### config.mk
export PLATFORM = sky130hd
export DESIGN_NAME = uio_uart_tx_flat
export DESIGN_NICKNAME = d
export VERILOG_FILES = /design/src/rtl/uio_uart_tx_if.sv /design/src/rtl/uio_uart_tx.sv /design/src/flat_wrapper.sv
export SDC_FILE = /design/constraint.sdc
export NUM_CORES = 1
export LEC_CHECK = 0
export ABC_AREA = 0
export CORE_UTILIZATION = 60
export CTS_BUF_LIST = sky130_fd_sc_hd__clkbuf_8
export CTS_CLUSTER_DIAMETER = 80
export CTS_CLUSTER_SIZE = 30
export DETAILED_ROUTE_END_ITERATION = 7
export PLACE_DENSITY = 0.89
export SKIP_LAST_GASP = 1
export SLEW_MARGIN = 20
export SYNTH_ARGS = -nofsm -noshare
export SYNTH_HDL_FRONTEND = slang
export SYNTH_SLANG_ARGS = --single-unit
export TNS_END_PERCENT = 20
### constraint.sdc
create_clock -name clk -period 2.4 [get_ports clk]
set_input_delay 0.48 -clock clk [delete_from_list [all_inputs] [get_ports clk]]
set_output_delay 0.48 -clock clk [all_outputs]
set_load 0.05 [all_outputs]
### src/rtl/uio_uart_tx_if.sv
// Byte handshake between a producer and the UART transmitter.
// The producer drives tx_data/tx_valid; the transmitter answers on tx_ready.
interface uio_uart_tx_if;
    logic [7:0] tx_data;
    logic       tx_valid;
    logic       tx_ready;

    modport master (output tx_data, output tx_valid, input tx_ready);
    modport slave  (input tx_data, input tx_valid, output tx_ready);
endinterface

### src/rtl/uio_uart_tx.sv
// Async-serial transmitter for one uio pin: start, LSB-first data,
// optional even parity, then stop bit(s). Every output is a flop.
module uio_uart_tx #(
    parameter int CLKS_PER_BIT = 16,
    parameter int DATA_BITS    = 8,
    parameter int PARITY_EN    = 0,
    parameter int STOP_BITS    = 1
) (
    input  logic          clk,
    input  logic          rst_n,
    uio_uart_tx_if.slave  bus,
    output logic          tx_out,
    output logic          tx_oe,
    output logic          busy
);
    typedef enum logic [2:0] {IDLE, START, DATA, PARITY, STOP} state_t;

    localparam logic [15:0] CNT_MAX  = 16'(CLKS_PER_BIT - 1);
    localparam logic [2:0]  LAST_BIT = 3'(DATA_BITS - 1);
    localparam logic        LAST_STP = 1'(STOP_BITS - 1);

    state_t      state_q, state_d;
    logic [15:0] cnt_q, cnt_d;
    logic [2:0]  bit_q, bit_d;
    logic        stp_q, stp_d;
    logic [7:0]  shreg_q, shreg_d;
    logic        par_q, par_d;
    logic        tx_out_q, tx_out_d;
    logic        tx_ready_q, tx_ready_d;
    logic        busy_q, busy_d;
    logic        tx_oe_q, tx_oe_d;

    always_comb begin
        state_d    = state_q;
        cnt_d      = cnt_q;
        bit_d      = bit_q;
        stp_d      = stp_q;
        shreg_d    = shreg_q;
        par_d      = par_q;
        tx_out_d   = tx_out_q;
        tx_ready_d = tx_ready_q;
        busy_d     = busy_q;
        tx_oe_d    = 1'b1;
        // First edge after reset release opens the pin and the handshake.
        if (!tx_oe_q) tx_ready_d = 1'b1;

        case (state_q)
            IDLE: begin
                tx_out_d = 1'b1;
                if (tx_ready_q && bus.tx_valid) begin
                    shreg_d    = bus.tx_data;
                    par_d      = ^bus.tx_data[DATA_BITS-1:0];
                    state_d    = START;
                    tx_ready_d = 1'b0;
                    busy_d     = 1'b1;
                    tx_out_d   = 1'b0;
                    cnt_d      = CNT_MAX;
                    bit_d      = '0;
                    stp_d      = 1'b0;
                end
            end
            START: begin
                if (cnt_q == '0) begin
                    state_d  = DATA;
                    cnt_d    = CNT_MAX;
                    tx_out_d = shreg_q[0];
                    shreg_d  = shreg_q >> 1;
                end else begin
                    cnt_d = cnt_q - 16'd1;
                end
            end
            DATA: begin
                if (cnt_q == '0) begin
                    cnt_d = CNT_MAX;
                    if (bit_q == LAST_BIT) begin
                        if (PARITY_EN != 0) begin
                            state_d  = PARITY;
                            tx_out_d = par_q;
                        end else begin
                            state_d  = STOP;
                            tx_out_d = 1'b1;
                        end
                    end else begin
                        bit_d    = bit_q + 3'd1;
                        tx_out_d = shreg_q[0];
                        shreg_d  = shreg_q >> 1;
                    end
                end else begin
                    cnt_d = cnt_q - 16'd1;
                end
            end
            PARITY: begin
                if (cnt_q == '0) begin
                    state_d  = STOP;
                    cnt_d    = CNT_MAX;
                    tx_out_d = 1'b1;
                end else begin
                    cnt_d = cnt_q - 16'd1;
                end
            end
            STOP: begin
                tx_out_d = 1'b1;
                if (cnt_q == '0) begin
                    if (stp_q == LAST_STP) begin
                        state_d    = IDLE;
                        busy_d     = 1'b0;
                        tx_ready_d = 1'b1;
                    end else begin
                        stp_d = 1'b1;
                        cnt_d = CNT_MAX;
                    end
                end else begin
                    cnt_d = cnt_q - 16'd1;
                end
            end
            default: begin
                state_d  = IDLE;
                tx_out_d = 1'b1;
                busy_d   = 1'b0;
            end
        endcase
    end

    always_ff @(posedge clk or negedge rst_n) begin
        if (!rst_n) begin
            state_q    <= IDLE;
            cnt_q      <= '0;
            bit_q      <= '0;
            stp_q      <= 1'b0;
            shreg_q    <= '0;
            par_q      <= 1'b0;
            tx_out_q   <= 1'b1;
            tx_ready_q <= 1'b0;
            busy_q     <= 1'b0;
            tx_oe_q    <= 1'b0;
        end else begin
            state_q    <= state_d;
            cnt_q      <= cnt_d;
            bit_q      <= bit_d;
            stp_q      <= stp_d;
            shreg_q    <= shreg_d;
            par_q      <= par_d;
            tx_out_q   <= tx_out_d;
            tx_ready_q <= tx_ready_d;
            busy_q     <= busy_d;
            tx_oe_q    <= tx_oe_d;
        end
    end

    assign bus.tx_ready = tx_ready_q;
    assign tx_out       = tx_out_q;
    assign tx_oe        = tx_oe_q;
    assign busy         = busy_q;
endmodule

### src/flat_wrapper.sv
// flat-port wrapper written by rule: the top's interface ports become plain ports
module uio_uart_tx_flat 
#(
    parameter int CLKS_PER_BIT = 16,
    parameter int DATA_BITS    = 8,
    parameter int PARITY_EN    = 0,
    parameter int STOP_BITS    = 1
)
  (clk, rst_n, tx_out, tx_oe, busy, bus_tx_data, bus_tx_valid, bus_tx_ready);
  uio_uart_tx_if bus_i ();
  input  logic clk;
  input  logic rst_n;
  output logic tx_out;
  output logic tx_oe;
  output logic busy;
  input wire logic [$bits(bus_i.tx_data)-1:0] bus_tx_data;
  input wire logic [$bits(bus_i.tx_valid)-1:0] bus_tx_valid;
  output wire logic [$bits(bus_i.tx_ready)-1:0] bus_tx_ready;
  assign bus_i.tx_data = bus_tx_data;
  assign bus_i.tx_valid = bus_tx_valid;
  assign bus_tx_ready = bus_i.tx_ready;
  uio_uart_tx #(.CLKS_PER_BIT(CLKS_PER_BIT), .DATA_BITS(DATA_BITS), .PARITY_EN(PARITY_EN), .STOP_BITS(STOP_BITS)) u_core (.clk(clk), .rst_n(rst_n), .bus(bus_i), .tx_out(tx_out), .tx_oe(tx_oe), .busy(busy));
endmodule
==> results of run 1 <==
worst max-delay path, cell delays in order (launching register included):
cell     delay [ns]
dfrtp_1        0.44
inv_1          0.10
ha_1           0.20
or3b_2         0.50
nor2_1         0.28
nand3_1        0.12
or4_1          0.42
nand2_1        0.07
per-stage QoR:
step	total power (W)	cells
3_5_place_dp	0.00201	247
4_1_cts	0.00244	255
2_1_floorplan	0.00172	187
6_report	0.00245	255
3_3_place_gp	0.00195	247
5_1_grt	0.00261	255
cell type report:
class | instances | share of cell area [%]
sequential | 34 | 38.5
multi-input combinational | 143 | 45.1
tap | 44 | 2.49
timing repair buffer | 22 | 9.05
clock inverter | 2 | 0.396
clock buffer | 6 | 3.73
inverter | 4 | 0.679
final timing paths:
| check | from | end | slack [ns] | cells after the start |
|---|---|---|---|---|
| max in group asynchronous | rst_n | u_core.tx_out | 1.49 | 2 |
| worst max-delay path | u_core.cnt_q[0] | u_core.cnt_q[14] | 0.22 | 7 |
| min in group asynchronous | rst_n | u_core.cnt_q[14] | 0.58 | 2 |
| worst min register to register | u_core.shreg_q[7] | u_core.shreg_q[7] | 0.49 | 1 |
| worst min-delay path | u_core.shreg_q[7] | u_core.shreg_q[7] | 0.49 | 1 |
| worst max register to register | u_core.cnt_q[0] | u_core.cnt_q[14] | 0.22 | 7 |
state kept, by name (all words and copies together), names as in the netlist:
signal	count
u_core.busy	1
u_core.bit_q	3
u_core.bus.tx_ready	1
u_core.tx_out	1
u_core.state_q	3
u_core.cnt_q	16
u_core.shreg_q	8
u_core.tx_oe	1
synthesized netlist by cell type, drive strengths merged:
master    n  share of area (%)
a21boi    1               0.40
conb      1               0.20
nor2     22                4.5
and4b     1               0.53
xnor2     3                1.4
o21ai    13                3.6
nor3      5                1.3
and4      1               0.46
nand2    10                2.0
a41o      1               0.53
nor4      5                3.1
dfstp     1                1.4
ha        3                2.0
and3      2               0.66
dfrtp    33                 44
a22o      2               0.92
o2bb2ai   1               0.46
a311oi    1               0.46
nor3b     2               0.79
xor2      5                2.3
or3       3               0.99
o22ai     3                1.3
or3b      2               0.92
clkbuf    2               0.40
a31oi     4                1.7
mux2     17                 10
or2       1               0.33
a21oi    13                3.4
nand3     2               0.53
nor2b     2               0.66
buf       4                1.4
o21a      1               0.40
or4       6                2.6
o31ai     2               0.79
o211ai    5                2.0
inv       4               0.79
nand4     2               0.66
a211o     1               0.46
report_power, final:
group          switching, W  total, W  internal (W)
logic              0.000516   0.00101      0.000490
clock network      0.000197  0.000423      0.000227
registers          0.000250   0.00102      0.000769
metal layers:
metal	up-vias	global-route usage (%)	wire length [um]
met5	-	0	0
met4	0	11.6	80
met3	10	6.70	220
met2	57	47.1	2110
met1	760	33.9	1720
li1	745	-	-
cell families after synthesis:
group	synth area share (%)
AND/OR/NAND/NOR	20.0
AO/OA/AOI/OAI	16.4
flip-flops	45.0
multiplexers	10.1
buffers and inverters	2.58
XOR/XNOR	3.70
adder cells (fa/ha/maj)	1.98
other	0.198
layout by cell type, fill, tap and decap left out, types with 4 or more instances in the layout:
| master | netlist | final |
|---|---|---|
| mux2_1 | 4 | 4 |
| a21oi_1 | 13 | 13 |
| inv_1 | 4 | 5 |
| nand2_1 | 10 | 10 |
| nor2_1 | 21 | 21 |
| buf_4 | 0 | 8 |
| clkdlybuf4s50_1 | 0 | 14 |
| dfrtp_1 | 33 | 33 |
| o211ai_1 | 5 | 5 |
| or4_1 | 5 | 5 |
| o21ai_1 | 4 | 4 |
| mux2_2 | 13 | 13 |
| o21ai_0 | 8 | 8 |
| clkbuf_8 | 0 | 6 |
| xor2_1 | 5 | 5 |
| nor3_1 | 5 | 5 |
==> results.md, run 1 <==
* Remaining antenna violation count at 0
* CTS Buf Count at 5
* CTS resizes at 0
* Synth Instances at 187
* Routed wire length at 4.13 mm
* Pleak at 0.959 nW
* Syn_nets at 201
* Final Core Density at 73.1%
* Worst setup EP type: flip-flop
* IO Port Bufs at 14
* H-tree Lvls at 2
* Fmax achieved at 459 MHz
* Clk root buf: clkbuf_8
* Hold Path Class: reg2reg
* Final Cell Area at 0.00221 sq mm
* Fin crit period at 2.18 ns
* Max Slew Vio Count at 0
* Post-CTS Hold Fix Bufs at 0
* Post-route worst setup slack at 0.220 ns
* Initial antenna violation count at 0
* Power Density at 1110 mW/mm^2
* Vias per inst at 6.16
* WP data required at 2.63 ns
* Via count at 1572
* GPL Wtd Cong at 0.929
* Syn-to-layout area delta at 16.8%
* Die W at 58.2 um
* Core ar. at 0.00303 sq mm
* Outcome: completed
* CP max FO at 6
* Clk_skew at 0.00792 ns
* Peak supply drop at 0.726 mV
* Clock slew at reported path FFs at 0.07 ns
* Critical setup path kind: reg2reg
* TritonCTS Sinks at 34
* Fillers at 207
* Distinct cells, synth at 49
* First-pass GRT wire length at 7.00 mm
* Max clock buf depth at 2
* Critical path arrival at 2.42 ns
* Initial Utilization at 62.6%
* Largest net degree at the start of global routing at 35
* Final setup violation count at 0
* CTS tree: done
* Worst-Skew Late Latency at 0.29 ns
* Synth warn at 0
* Post-CTS setup buffer count at 0
* Slew margin rel. at 64.3%
* Setup_tns at 0 ns
* Mean area per synthesized cell at 10.1 sq um
* Post-synthesis cell area at 0.00189 sq mm
* Final Hold Viols at 0
* Die span in y at 58.2 um
* Placed Area at 0.00212 sq mm
* Die Area at 0.00339 sq mm
* Startpoint Class: flip-flop
* Initial DRC count at 126
* Worst slack at placement at 0.153 ns
* Total of max-cap violations at 0
* Layout cells sized above 1 at 18.5%
* Register area share after synthesis at 45.0%
* Post-layout nets at 224
* # diodes at 0
* HPWL Detailed at 2.94 mm
* IO Pins at 15
* Drt first pass iters at 4
* RSZ-0062 raised after global routing: no
* Period utilization at 90.8%
* Drc violations at 0
* Synthesized flop and latch total at 34
* GRT Total Usage at 27.8%
* Worst-Margin Slew at 0.530 ns
* Multi-input gate area at 998 sq um
* Row cnt at 20
* Vias in the first global route at 1524
* Global route total overflow at 0
* Worst hold slack at 0.495 ns
* Register area at 852 sq um
* Routed WL per cell at 16.2 um
No activity file was read; power rests on OpenSTA's default activity.
==> inputs of run 2 (changes only) <==
--- a/config.mk
+++ b/config.mk
@@ -11,7 +11,7 @@
 export CTS_CLUSTER_DIAMETER = 80
 export CTS_CLUSTER_SIZE = 30
 export DETAILED_ROUTE_END_ITERATION = 7
-export PLACE_DENSITY = 0.89
+export PLACE_DENSITY_LB_ADDON = 0.05
 export SKIP_LAST_GASP = 1
 export SLEW_MARGIN = 20
 export SYNTH_ARGS = -nofsm -noshare
==> results.md, run 2 (synthesis gave the netlist of run 1 again) <==
* Clk root buf: clkbuf_8
* GPL Wtd Cong at 0.837
* Fin crit period at 2.21 ns
* Most frequent cells in the layout: 33 x dfrtp_1, 21 x nor2_1, 14 x clkdlybuf4s50_1
* Final Cell Area at 0.00225 sq mm
* H-tree Lvls at 2
* Outcome: completed
* Max reg flops at 16
* Cells on worst reg2reg path at 8
* CP max FO at 8
* Min-Delay Path Depth at 1
* Vias per inst at 6.05
* Largest regs: u_core.cnt_q x16, u_core.shreg_q x8
* Fmax achieved at 452 MHz
* Die span in y at 58.2 um
* Power Density at 1140 mW/mm^2
* Critical path arrival at 2.43 ns
* # diodes at 0
* Worst-Margin Slew at 0.609 ns
* Largest reg by FF count: u_core.cnt_q
* Clk_skew at 0.0128 ns
* Reg power frac at 38.6%
* Drc violations at 0
* CP Launch Point: u_core.cnt_q[0]
* First-pass GRT wire length at 6.82 mm
* Critical path, cell by cell: inv_1 > ha_1 > nor3b_1 > nand4_1 > buf_4 > a31oi_2 > o21ai_0 > a21oi_1
* Layout cells sized above 1 at 19.1%
* Worst path buffer plus inverter count at 2
* Initial antenna violation count at 0
* Crit-path leading delay family: compound AO/OA/AOI/OAI gates
* Hold Path Class: reg2reg
* Reg-to-reg slack, setup at 0.19 ns
* Sw Ratio at 37.4%
* Die W at 58.2 um
* Placed insts at 251
* Int Pwr at 0.00161 W
* Peak supply drop at 0.637 mV
* IO Pins at 15
* RSZ-0062 raised after global routing: no
* Post-layout nets at 228
* Total of max-cap violations at 0
* Core ar. at 0.00303 sq mm
* Post-CTS setup buffer count at 0
* Final Hold Viols at 0
* Max Slew Vio Count at 0
* Commonest non-fill, non-tap cell in the layout: dfrtp_1
* Syn-to-layout area delta at 18.9%
* WP data required at 2.62 ns
* TritonCTS Sinks at 34
* Via count at 1566
* Worst setup EP type: flip-flop
* Placed Area at 0.00215 sq mm
* IO Port Bufs at 14
* Setup_tns at 0 ns
* Post-CTS Hold Fix Bufs at 0
* Clock slew at reported path FFs at 0.07 ns
* Final setup violation count at 0
* Worst path slowest cell: dfrtp_1
* Global route total overflow at 0
* Routed wire length at 3.89 mm
* HP Start: u_core.shreg_q[3]
* Row cnt at 20
* Die Area at 0.00339 sq mm
* Slew margin rel. at 59.0%
* Non-filler instance count after layout at 259
* Drt first pass iters at 4
* Worst-Skew Late Latency at 0.29 ns
* Largest net degree at the start of global routing at 35
* Routed WL per cell at 15.0 um
* Combinational power share at 41.9%
* Clock power frac at 19.5%
* CTS tree: done
* HPWL Detailed at 2.87 mm
* Startpoint Class: flip-flop
* Period utilization at 92.2%
* Pleak at 0.987 nW
* Delay of the slowest critical-path stage at 0.44 ns
* Initial DRC count at 119
* CTS Buf Count at 5
* Max clock buf depth at 2
* Critical setup path kind: reg2reg
* Vias in the first global route at 1517
* RR Startpoint: u_core.cnt_q[0]
* Initial Utilization at 62.6%
* GRT Total Usage at 26.8%
* Power, Total at 0.00257 W
* CTS resizes at 0
* Hold Path Sink: u_core.shreg_q[3]
* Psw at 0.000960 W
* R2R Path End: u_core.cnt_q[4]
* Remaining antenna violation count at 0
## run 2: cell types whose count changed in the layout (fill, tap and decap cells not counted), sizes merged
cell    before  now
buf          8   12
bufinv       0    1
clkbuf       6    5
inv          5    6
clkinv       1    0
## run 2: worst register-to-register path, delay by kind of cell, from the launching register on
kind	cells	cell delay, ns
flip-flops	1	0.44
adder cells (fa/ha/maj)	1	0.19
buffers and inverters	2	0.27
AND/OR/NAND/NOR	2	0.56
AO/OA/AOI/OAI	3	0.69
## run 2: power groups by stage
| stage | registers [W] | logic [W] | clock network (W) |
|---|---|---|---|
| floorplan | 0.000984 | 0.000732 | 0 |
| global placement | 0.000973 | 0.00103 | 0 |
| detailed placement | 0.000994 | 0.00106 | 0 |
| CTS | 0.000985 | 0.00107 | 0.000511 |
| global route | 0.00102 | 0.00118 | 0.000526 |
| finish | 0.000990 | 0.00108 | 0.000500 |
## run 2: worst max-delay path by stage
stage	end	slack, ns	depth (start not counted)
after detailed placement	u_core.cnt_q[4]	0.19	8
after CTS	u_core.cnt_q[4]	0.18	8
after global placement	u_core.shreg_q[3]	0.28	8
after global routing	u_core.cnt_q[4]	0.01	8
after floorplan	u_core.cnt_q[5]	0.37	5
final	u_core.cnt_q[4]	0.19	8
## run 2: metrics by stage
stage / hold slack (ns) / setup slack [ns] / utilization, %
after global placement: 0.470 / 0.285 / 70.9
after global routing: 0.526 / 0.0116 / 74.4
final: 0.499 / 0.188 / 74.4
after detailed placement: 0.488 / 0.185 / 70.9
after CTS: 0.506 / 0.177 / 74.4
after floorplan: 0.184 / 0.374 / -
## run 2: layer usage
metal | global-route usage, % | vias up | part of all wire, %
met1 | 33.0 | 770 | 43
met5 | 0 | - | 0
li1 | - | 750 | -
met4 | 10.2 | 0 | 2.1
met3 | 6.92 | 11 | 4.3
met2 | 45.3 | 35 | 51
## run 2: area by class of cell
class                   instances  area, sq um
flip-flops and latches         34          852
clock buffers                   5         68.8
well taps                      44         55.1
inverters                       4         15.0
fillers                       212          776
clock inverters                 3         37.5
repair buffers                 26          230
multi-input cells             143          993
==> inputs of run 3 (changes only) <==
--- a/config.mk
+++ b/config.mk
@@ -6,11 +6,13 @@
 export NUM_CORES = 1
 export LEC_CHECK = 0
 export ABC_AREA = 0
+export CORE_MARGIN = 8
 export CORE_UTILIZATION = 60
 export CTS_BUF_LIST = sky130_fd_sc_hd__clkbuf_8
 export CTS_CLUSTER_DIAMETER = 80
 export CTS_CLUSTER_SIZE = 30
 export DETAILED_ROUTE_END_ITERATION = 7
+export MAX_ROUTING_LAYER = met4
 export PLACE_DENSITY_LB_ADDON = 0.05
 export SKIP_LAST_GASP = 1
 export SLEW_MARGIN = 20
==> results.md, run 3 (synthesis gave the netlist of run 1 again) <==
* Met3 wire length at 189 um
* Startpoint Class: flip-flop
* Worst-Margin Slew at 0.626 ns
* Final Core Density at 74.1%
* Peak supply drop at 0.645 mV
* GPL Wtd Cong at 0.920
* Row cnt at 20
* Largest regs: u_core.cnt_q x16, u_core.shreg_q x8
* Final Hold Viols at 0
* Final setup violation count at 0
* Hold Path Class: reg2reg
* Remaining antenna violation count at 0
* Cells on worst reg2reg path at 7
* Vias in the first global route at 1584
* Worst setup EP type: flip-flop
* Outcome: completed
* Power Density at 1120 mW/mm^2
* Vias per inst at 6.05
* Routed wire length at 4.02 mm
* Power, Total at 0.00251 W
* Post-CTS setup buffer count at 0
* WP data required at 2.62 ns
* Largest reg by FF count: u_core.cnt_q
* Pleak at 0.984 nW
* Initial Utilization at 62.6%
* Worst-Skew Late Latency at 0.28 ns
* Drt first pass iters at 5
* Fmax achieved at 468 MHz
* Post-CTS Hold Fix Bufs at 0
* Critical path arrival at 2.35 ns
* # diodes at 0
* Post-layout nets at 229
* Initial antenna violation count at 0
* Min-Delay Path Depth at 1
* Max clock buf depth at 2
* Period utilization at 89.0%
* TritonCTS Sinks at 34
* Fin crit period at 2.14 ns
* Routed WL per cell at 15.5 um
* Via count at 1574
* Slew margin rel. at 58.1%
* CTS Buf Count at 5
* Worst slack at placement at 0.202 ns
* DR top layer: met4
* GRT Total Usage at 17.0%
* Global route total overflow at 0
* First-pass GRT wire length at 6.87 mm
* CTS resizes at 0
* Max Slew Vio Count at 0
* H-tree Lvls at 2
* Clk_skew at 0.00472 ns
* Initial DRC count at 106
* RSZ-0062 raised after global routing: no
* Post-route worst setup slack at 0.263 ns
* Setup_tns at 0 ns
* Total of max-cap violations at 0
* Core ar. at 0.00303 sq mm
* Worst hold slack at 0.497 ns
* Most frequent cells in the layout: 33 x dfrtp_1, 21 x nor2_1, 14 x clkdlybuf4s50_1
* IO Pins at 15
* Critical setup path kind: reg2reg
* Met1 wire length at 1.69 mm
* Largest net degree at the start of global routing at 35
* Die Area at 0.00521 sq mm
* Commonest non-fill, non-tap cell in the layout: dfrtp_1
* IO Port Bufs at 14
* CP max FO at 6
* CTS tree: done
* Die W at 72.2 um
* Clock slew at reported path FFs at 0.07 ns
* Layout cells sized above 1 at 19.9%
* Drc violations at 0
* HPWL Detailed at 3.02 mm
* Clk root buf: clkbuf_8
* Die span in y at 72.2 um
* Max reg flops at 16
* Met2 wire len at 2.10 mm
* Syn-to-layout area delta at 18.5%
[run 3: changes by cell type in the layout (fill, tap and decap cells not counted)]
cell,delta
clkbuf_8,+1
inv_1,-1
buf_4,+1
clkinv_2,+1
bufinv_16,-1
[run 3: final timing paths]
| kind | startpoint | endpoint | slack [ns] |
|---|---|---|---|
| hold reg to reg | u_core.shreg_q[6] | u_core.shreg_q[6] | 0.50 |
| hold / removal | u_core.shreg_q[6] | u_core.shreg_q[6] | 0.50 |
| max in group asynchronous | rst_n | u_core.tx_out | 1.46 |
| setup reg to reg | u_core.cnt_q[0] | u_core.bit_q[0] | 0.26 |
| min in group asynchronous | rst_n | u_core.cnt_q[6] | 0.60 |
| setup / recovery | u_core.cnt_q[0] | u_core.bit_q[0] | 0.26 |
[run 3: worst max-delay path, stage by stage (launching register included)]
cell and delay (ns):
dfrtp_1 0.43, inv_1 0.08, ha_1 0.18, nor3b_1 0.32, nand4_1 0.25, buf_4 0.22, nor3_1 0.35, mux2_2 0.24
[run 3: stage by stage]
stage | std cells | area, sq um
finish | 260 | 2240
global route | 260 | 2240
CTS | 260 | 2240
detailed placement | 252 | 2150
global placement | 252 | 2150
floorplan | 187 | 1890
[run 3: per-layer routing]
metal | up-vias | GRT usage, %
li1 | 751 | -
met1 | 770 | 18.2
met2 | 47 | 29.5
met3 | 6 | 4.13
met4 | 0 | 6.80
met5 | - | -
[run 3: cell type report]
type | instances | area (sq um)
fillers | 227 | 783
flip-flops and latches | 34 | 852
well taps | 44 | 55.1
clock inverters | 2 | 8.76
clock buffers | 6 | 82.6
repair buffers | 27 | 238
multi-input cells | 143 | 993
inverters | 4 | 15.0
[run 3: power breakdown]
group / total (W) / internal [W] / switching [W] / leakage (nW)
Clock: 0.000420 / 0.000227 / 0.000193 / 0.0524
Combinational: 0.00112 / 0.000547 / 0.000571 / 0.503
Sequential: 0.000973 / 0.000770 / 0.000204 / 0.428
